File: config.mk
export PLATFORM = sky130hd
export DESIGN_NAME = plic_claim_agent
export DESIGN_NICKNAME = d
export VERILOG_FILES = /design/src/rtl/plic_agent_pkg.sv /design/src/rtl/reg_intf.sv /design/src/rtl/plic_claim_agent.sv
export SDC_FILE = /design/constraint.sdc
export NUM_CORES = 1
export LEC_CHECK = 0
export BUFFER_PORTS_ARGS = -buffer_cell sky130_fd_sc_hd__clkbuf_2
export CORE_MARGIN = 2
export CORE_UTILIZATION = 44
export CTS_BUF_LIST = sky130_fd_sc_hd__clkbuf_4 sky130_fd_sc_hd__clkbuf_8
export DETAILED_ROUTE_END_ITERATION = 6
export PLACE_DENSITY = 0.91
export SLEW_MARGIN = 20
export SYNTH_ARGS = -nofsm -noshare
export SYNTH_HDL_FRONTEND = slang
export SYNTH_SLANG_ARGS = --single-unit
File: constraint.sdc
create_clock -name clk_i -period 3.4 [get_ports clk_i]
set_clock_uncertainty 0.1 [all_clocks]
set_input_delay 0.17 -clock clk_i [delete_from_list [all_inputs] [get_ports clk_i]]
set_output_delay 0.17 -clock clk_i [all_outputs]
set_load 0.005 [all_outputs]
File: src/rtl/plic_agent_pkg.sv
// Shared types and address helpers for the PLIC claim/complete agent.
package plic_agent_pkg;

  typedef enum logic [2:0] {
    IDLE      = 3'd0,
    CLAIM     = 3'd1,
    DISPATCH  = 3'd2,
    WAIT_DONE = 3'd3,
    COMPLETE  = 3'd4,
    HOLDOFF   = 3'd5
  } state_e;

  localparam logic [31:0] CC_OFFSET  = 32'h0020_0004;
  localparam logic [31:0] CTX_STRIDE = 32'h0000_1000;

  function automatic logic [31:0] cc_addr(input logic [31:0] base, input logic [31:0] target);
    return base + CC_OFFSET + (target * CTX_STRIDE);
  endfunction

endpackage

File: src/rtl/reg_intf.sv
// Register-interface bus types shared between initiators and the PLIC register map.
package reg_intf;

  typedef struct packed {
    logic [31:0] addr;
    logic        write;
    logic [31:0] wdata;
    logic [3:0]  wstrb;
    logic        valid;
  } reg_intf_req_a32_d32;

  typedef struct packed {
    logic [31:0] rdata;
    logic        error;
    logic        ready;
  } reg_intf_resp_d32;

endpackage

File: src/rtl/plic_claim_agent.sv
// Hart-side PLIC agent: claims an ID, hands it to a handler, then writes it back to complete.
// Optional claim/spurious statistics counters are built when PLIC_CLAIM_STATS_EN is defined.
import plic_agent_pkg::*;

module plic_claim_agent #(
  parameter int          N_SOURCE       = 30,
  parameter int          SRCW           = $clog2(N_SOURCE + 1),
  parameter int          TARGET_ID      = 0,
  parameter logic [31:0] PLIC_BASE      = 32'h0C00_0000,
  parameter int          HOLDOFF_CYCLES = 3
) (
  input  logic                           clk_i,
  input  logic                           rst_ni,
  output reg_intf::reg_intf_req_a32_d32  req_o,
  input  reg_intf::reg_intf_resp_d32     resp_i,
  input  logic                           eip_i,
  input  logic                           enable_i,
  output logic                           irq_valid_o,
  input  logic                           irq_ready_i,
  output logic [SRCW-1:0]                irq_id_o,
  input  logic                           done_i,
  output logic                           spurious_o,
  output logic                           bus_err_o,
`ifdef PLIC_CLAIM_STATS_EN
  output logic [31:0]                    claim_cnt_o,
  output logic [31:0]                    spurious_cnt_o,
`endif
  output logic                           busy_o
);

  localparam logic [31:0]  CC_ADDR   = cc_addr(PLIC_BASE, 32'(TARGET_ID));
  localparam int           HCW       = (HOLDOFF_CYCLES > 1) ? $clog2(HOLDOFF_CYCLES) : 1;
  localparam logic [HCW-1:0] HOLD_LOAD = HCW'(HOLDOFF_CYCLES - 1);

  state_e                      state_r, state_s;
  logic [SRCW-1:0]             id_r, id_s;
  logic [HCW-1:0]              hold_r, hold_s;
  reg_intf::reg_intf_req_a32_d32 req_r, req_s;
  logic                        irq_valid_r, spur_r, spur_s, berr_r, berr_s, busy_r;
  logic                        id_ok_s;

  // Next-state, latched ID, holdoff counter and next bus request.
  always_comb begin
    state_s = state_r;
    id_s    = id_r;
    hold_s  = hold_r;
    spur_s  = 1'b0;
    berr_s  = 1'b0;
    id_ok_s = (resp_i.rdata != 32'd0) && (resp_i.rdata <= 32'(N_SOURCE));
    case (state_r)
      IDLE: begin
        if (eip_i && enable_i) state_s = CLAIM;
        else                   state_s = IDLE;
      end
      CLAIM: begin
        if (resp_i.ready) begin
          if (resp_i.error) begin
            berr_s  = 1'b1;
            state_s = HOLDOFF;
            hold_s  = HOLD_LOAD;
          end else if (!id_ok_s) begin
            spur_s  = 1'b1;
            state_s = HOLDOFF;
            hold_s  = HOLD_LOAD;
          end else begin
            id_s    = resp_i.rdata[SRCW-1:0];
            state_s = DISPATCH;
          end
        end else begin
          state_s = CLAIM;
        end
      end
      DISPATCH: begin
        if (irq_ready_i) state_s = WAIT_DONE;
        else             state_s = DISPATCH;
      end
      WAIT_DONE: begin
        if (done_i) state_s = COMPLETE;
        else        state_s = WAIT_DONE;
      end
      COMPLETE: begin
        if (resp_i.ready) begin
          berr_s  = resp_i.error;
          state_s = HOLDOFF;
          hold_s  = HOLD_LOAD;
        end else begin
          state_s = COMPLETE;
        end
      end
      HOLDOFF: begin
        if (hold_r == {HCW{1'b0}}) state_s = IDLE;
        else                       hold_s  = hold_r - HCW'(1);
      end
      default: state_s = IDLE;
    endcase

    // Request is a pure function of the next state, so it stays stable while waiting.
    req_s.valid = (state_s == CLAIM) || (state_s == COMPLETE);
    req_s.write = (state_s == COMPLETE);
    req_s.addr  = req_s.valid ? CC_ADDR : 32'd0;
    req_s.wdata = (state_s == COMPLETE) ? {{(32-SRCW){1'b0}}, id_s} : 32'd0;
    req_s.wstrb = (state_s == COMPLETE) ? 4'hF : 4'h0;
  end

  // State, ID, counter and registered outputs.
  always_ff @(posedge clk_i or negedge rst_ni) begin
    if (!rst_ni) begin
      state_r     <= IDLE;
      id_r        <= {SRCW{1'b0}};
      hold_r      <= {HCW{1'b0}};
      req_r       <= '0;
      irq_valid_r <= 1'b0;
      spur_r      <= 1'b0;
      berr_r      <= 1'b0;
      busy_r      <= 1'b0;
    end else begin
      state_r     <= state_s;
      id_r        <= id_s;
      hold_r      <= hold_s;
      req_r       <= req_s;
      irq_valid_r <= (state_s == DISPATCH);
      spur_r      <= spur_s;
      berr_r      <= berr_s;
      busy_r      <= (state_s != IDLE);
    end
  end

`ifdef PLIC_CLAIM_STATS_EN
  logic [31:0] claim_cnt_r, spurious_cnt_r;

  // Successful and spurious claim counters; bus errors count in neither.
  always_ff @(posedge clk_i or negedge rst_ni) begin
    if (!rst_ni) begin
      claim_cnt_r    <= 32'd0;
      spurious_cnt_r <= 32'd0;
    end else begin
      if ((state_r == CLAIM) && (state_s == DISPATCH)) claim_cnt_r <= claim_cnt_r + 32'd1;
      if (spur_s) spurious_cnt_r <= spurious_cnt_r + 32'd1;
    end
  end

  assign claim_cnt_o    = claim_cnt_r;
  assign spurious_cnt_o = spurious_cnt_r;
`endif

  assign req_o       = req_r;
  assign irq_valid_o = irq_valid_r;
  assign irq_id_o    = id_r;
  assign spurious_o  = spur_r;
  assign bus_err_o   = berr_r;
  assign busy_o      = busy_r;

endmodule
==> impl_metrics.csv <==
group,metric,value,unit
outcome,outcome,"finished, final reports clean",
power,leakagePower,0.9319,nW
power,internal_power,0.5125,mW
floorplanning,die_h,62.88,um
cells_and_area,fin_nets,259,
placed_design,placed_cell_area,1618,um^2
power,share_comb_of_total_power,0.444,
global_routing,grt_max_degree,22,
sta,worst_slew_pin_slew,679.9,ps
sta,layout_min_cycle_time,1875,ps
detailed_routing,drt_wl_total,2685,um
global_routing,grt_pass1_wl,4229,um
sta,post-route-period-util,0.5515,
detailed_routing,num_vias,1162,
placed_design,dp_worst_setup_slack,1546,ps
worst_setup_path,cp-startpoint,"state_r[0]",
detailed_routing,ant_nets,0,
floorplanning,io_pins,119,
worst_setup_path,worstSetupPathType,"register to register",
cells_and_area,num_antenna_cells,0,
worst_setup_path,crit_fanout,16,
sta,setup_violations,0,
global_routing,antenna_found_initial,0,
worst_setup_path,r2r_setup_slack,1520,ps
detailed_routing,drtIter0Drc,23,
power,peakVddDrop,0.1850,mV
clocking,cts.sinks,21,
cells_and_area,fin_area,1655,um^2
worst_setup_path,r2r_end,"req_o[64]",
clocking,clk_pin_slew,120,ps
run,timing.max_cap.violations,0,
cells_and_area,fill_cells,326,
clocking,clockBufferDepth,2,
worst_setup_path,cp-start-kind,"register",
worst_setup_path,endpoint,"req_o[64]",
clocking,htreeDepth,1,
detailed_routing,firstDrtPassIters,4,
yosys,ys.warnings.count,0,
yosys,synth_seq_cells,21,
cells_and_area,fin_util,0.4961,
clocking,clockRootBuffer,"clkbuf_4",
power,pwr-share-clk,0.143,
global_routing,grt_busiest_layer,"met2",
worst_setup_path,reg2reg_depth,4,
detailed_routing,wl_per_cell,10.21,um
yosys,ys_types,34,
cells_and_area,areaGrowthSynthToFinish,8.532,%
clocking,ctsResizeCount,0,
placed_design,hpwlAfterDp,2244,um
cells_and_area,drive_above_1_share,0.3594,
yosys,yosysSeqAreaShare,0.3445,
global_routing,use_met2,0.2394,
cells_and_area,fin_cells,263,
global_routing,grt_usage,0.1342,
sta,clock.fmax,0.5333,GHz
yosys,avgSynthCellArea,9.533,um^2
yosys,syn_inst,160,
floorplanning,initial_core_util,0.4571,
clocking,cts_made_buffers,3,
floorplanning,die_w,62.88,um
sta,relSlewSlack,0.5426,
sta,hold_violations,0,
placed_design,gp_congestion,0.8742,
floorplanning,die_area,3953,um^2
worst_setup_path,crit_path_end_kind,"register",
detailed_routing,via_per_inst,4.418,
worst_setup_path,crit_arrival,2010,ps
global_routing,grtUsageMet3,0.03063,
clocking,clk_latency,310,ps
floorplanning,rows,21,
clocking,post-cts-setup-buffers,0,
power,p_per_area,515.0,nW/um^2
yosys,netlist_area,1525,um^2
worst_setup_path,r2r-start,"state_r[0]",
cells_and_area,seq_area,525.5,um^2
power,power.switching,0.3400,mW
global_routing,grt_pass1_vias,957,
cells_and_area,multi_input_area,708.2,um^2
global_routing,globalRouteOverflowTotal,0,
floorplanning,core,3337,um^2
detailed_routing,drc_errors,0,
sta,fin_ws,1525,ps
power,switching_share,0.3988,
placed_design,io_buffers,63,
sta,maxSlewViolCount,0,
global_routing,met1_usage,0.1518,
placed_design,place.detailed.instances,258,
worst_setup_path,critPathRequiredTime,3540,ps
sta,rsz0062_at_grt,"no",
sta,setup_tns,0,ps
min_path,min_path_type,"input pin to register",
clocking,cts_tree,"done",
power,seqPwrFrac,0.413,
[cells by family after synthesis]
family,share of synthesized area
flip-flops,0.3445
multiplexers,0.05168
AND/OR/NAND/NOR,0.1985
adder cells (fa/ha/maj),0.008202
AO/OA/AOI/OAI,0.06480
XOR/XNOR,0.005743
other,0.002459
buffers and inverters,0.3240
[flip-flops by register name, summed over array words and instances, names as in the netlist]
register,count
busy_o,1
req_o,7
bus_err_o,1
hold_r,2
spurious_o,1
irq_id_o,5
state_r,3
irq_valid_o,1
[layer usage]
metal  vias up  wire (um)
li1        550          -
met1       524       1046
met2        84       1351
met3         4        245
met4         0         42
met5         -          0
[per-stage QoR]
stage          power, mW  hold slack [ps]
2_1_floorplan     0.7058           -225.6
3_3_place_gp      0.7162            51.43
3_5_place_dp      0.7331            60.55
4_1_cts           0.8558            6.777
5_1_grt           0.9192            16.52
6_report          0.8526            12.10
[repair_timing]
item,4_1_cts,5_1_grt
endpoints found under the hold margin,21,0
endpoints found under the setup margin,0,0
hold buffers,1,0
[layout make-up]
cell class,count,share of cell area
repair buffers,64,0.1965
clock buffers,3,0.01361
inverters,3,0.006803
clock inverters,1,0.003023
well taps,46,0.03477
multi-input cells,125,0.4278
flip-flops and latches,21,0.3175
[layout by cell type (no fill, tap or decap), types with 3 or more instances in the layout]
cell type   n
mux2_2      5
conb_1     55
inv_1       3
clkbuf_4    3
nand2_1     6
nor3_1      6
dfrtp_1    21
a21oi_1     3
clkbuf_2   63
and2_1      6
nor4_1      7
nor2b_1     3
nor2_1      4
nand3_1     4
[cells in the mapped netlist, drive strengths merged]
master    n  share of area
conb      1         0.0025
nand3     4          0.013
o21ai     1         0.0033
o211a     1         0.0066
ha        1         0.0082
a21oi     3         0.0098
nor4      9          0.057
inv       3         0.0074
mux2i     1          0.015
a32o      1         0.0066
nor2b     3          0.012
nand4b    1         0.0057
nand2     6          0.015
xnor2     1         0.0057
a32oi     1         0.0057
a31oi     2         0.0082
nand2b    2         0.0082
or4       1         0.0049
nand3b    1         0.0049
a31o      1         0.0057
or2       2         0.0082
o21bai    1         0.0049
and2      6          0.025
mux2      5          0.037
nand4     2         0.0082
nor3      6          0.020
nand4bb   1         0.0074
nor2      4         0.0098
buf      65           0.32
o22ai     2         0.0082
dfrtp    21           0.34
a311oi    1         0.0057
[power by group through the flow]
stage | logic [mW] | registers [mW] | clock network [mW]
4_1_cts | 0.377 | 0.352 | 0.126
3_3_place_gp | 0.360 | 0.356 | 0
2_1_floorplan | 0.377 | 0.329 | 0
3_5_place_dp | 0.375 | 0.358 | 0
6_report | 0.378 | 0.353 | 0.122
5_1_grt | 0.419 | 0.362 | 0.138
[critical path, stage by stage, from the launching register on]
cell and delay, ps:
dfrtp_1 550, or2_2 340, a32o_1 270, nor4_4 370, o21bai_1 170
[worst min path at each step]
stage          depth (start not counted)      start           to  slack (ps)
6_report                               2  resp_i[3]  irq_id_o[1]          10
3_5_place_dp                           1     rst_ni     req_o[7]          60
5_1_grt                                3  resp_i[1]    bus_err_o          20
2_1_floorplan                          0     rst_ni    bus_err_o        -230
4_1_cts                                3  resp_i[1]    bus_err_o           7
3_3_place_gp                           1     rst_ni     req_o[6]          50
No activity file was read; power rests on OpenSTA's default activity.
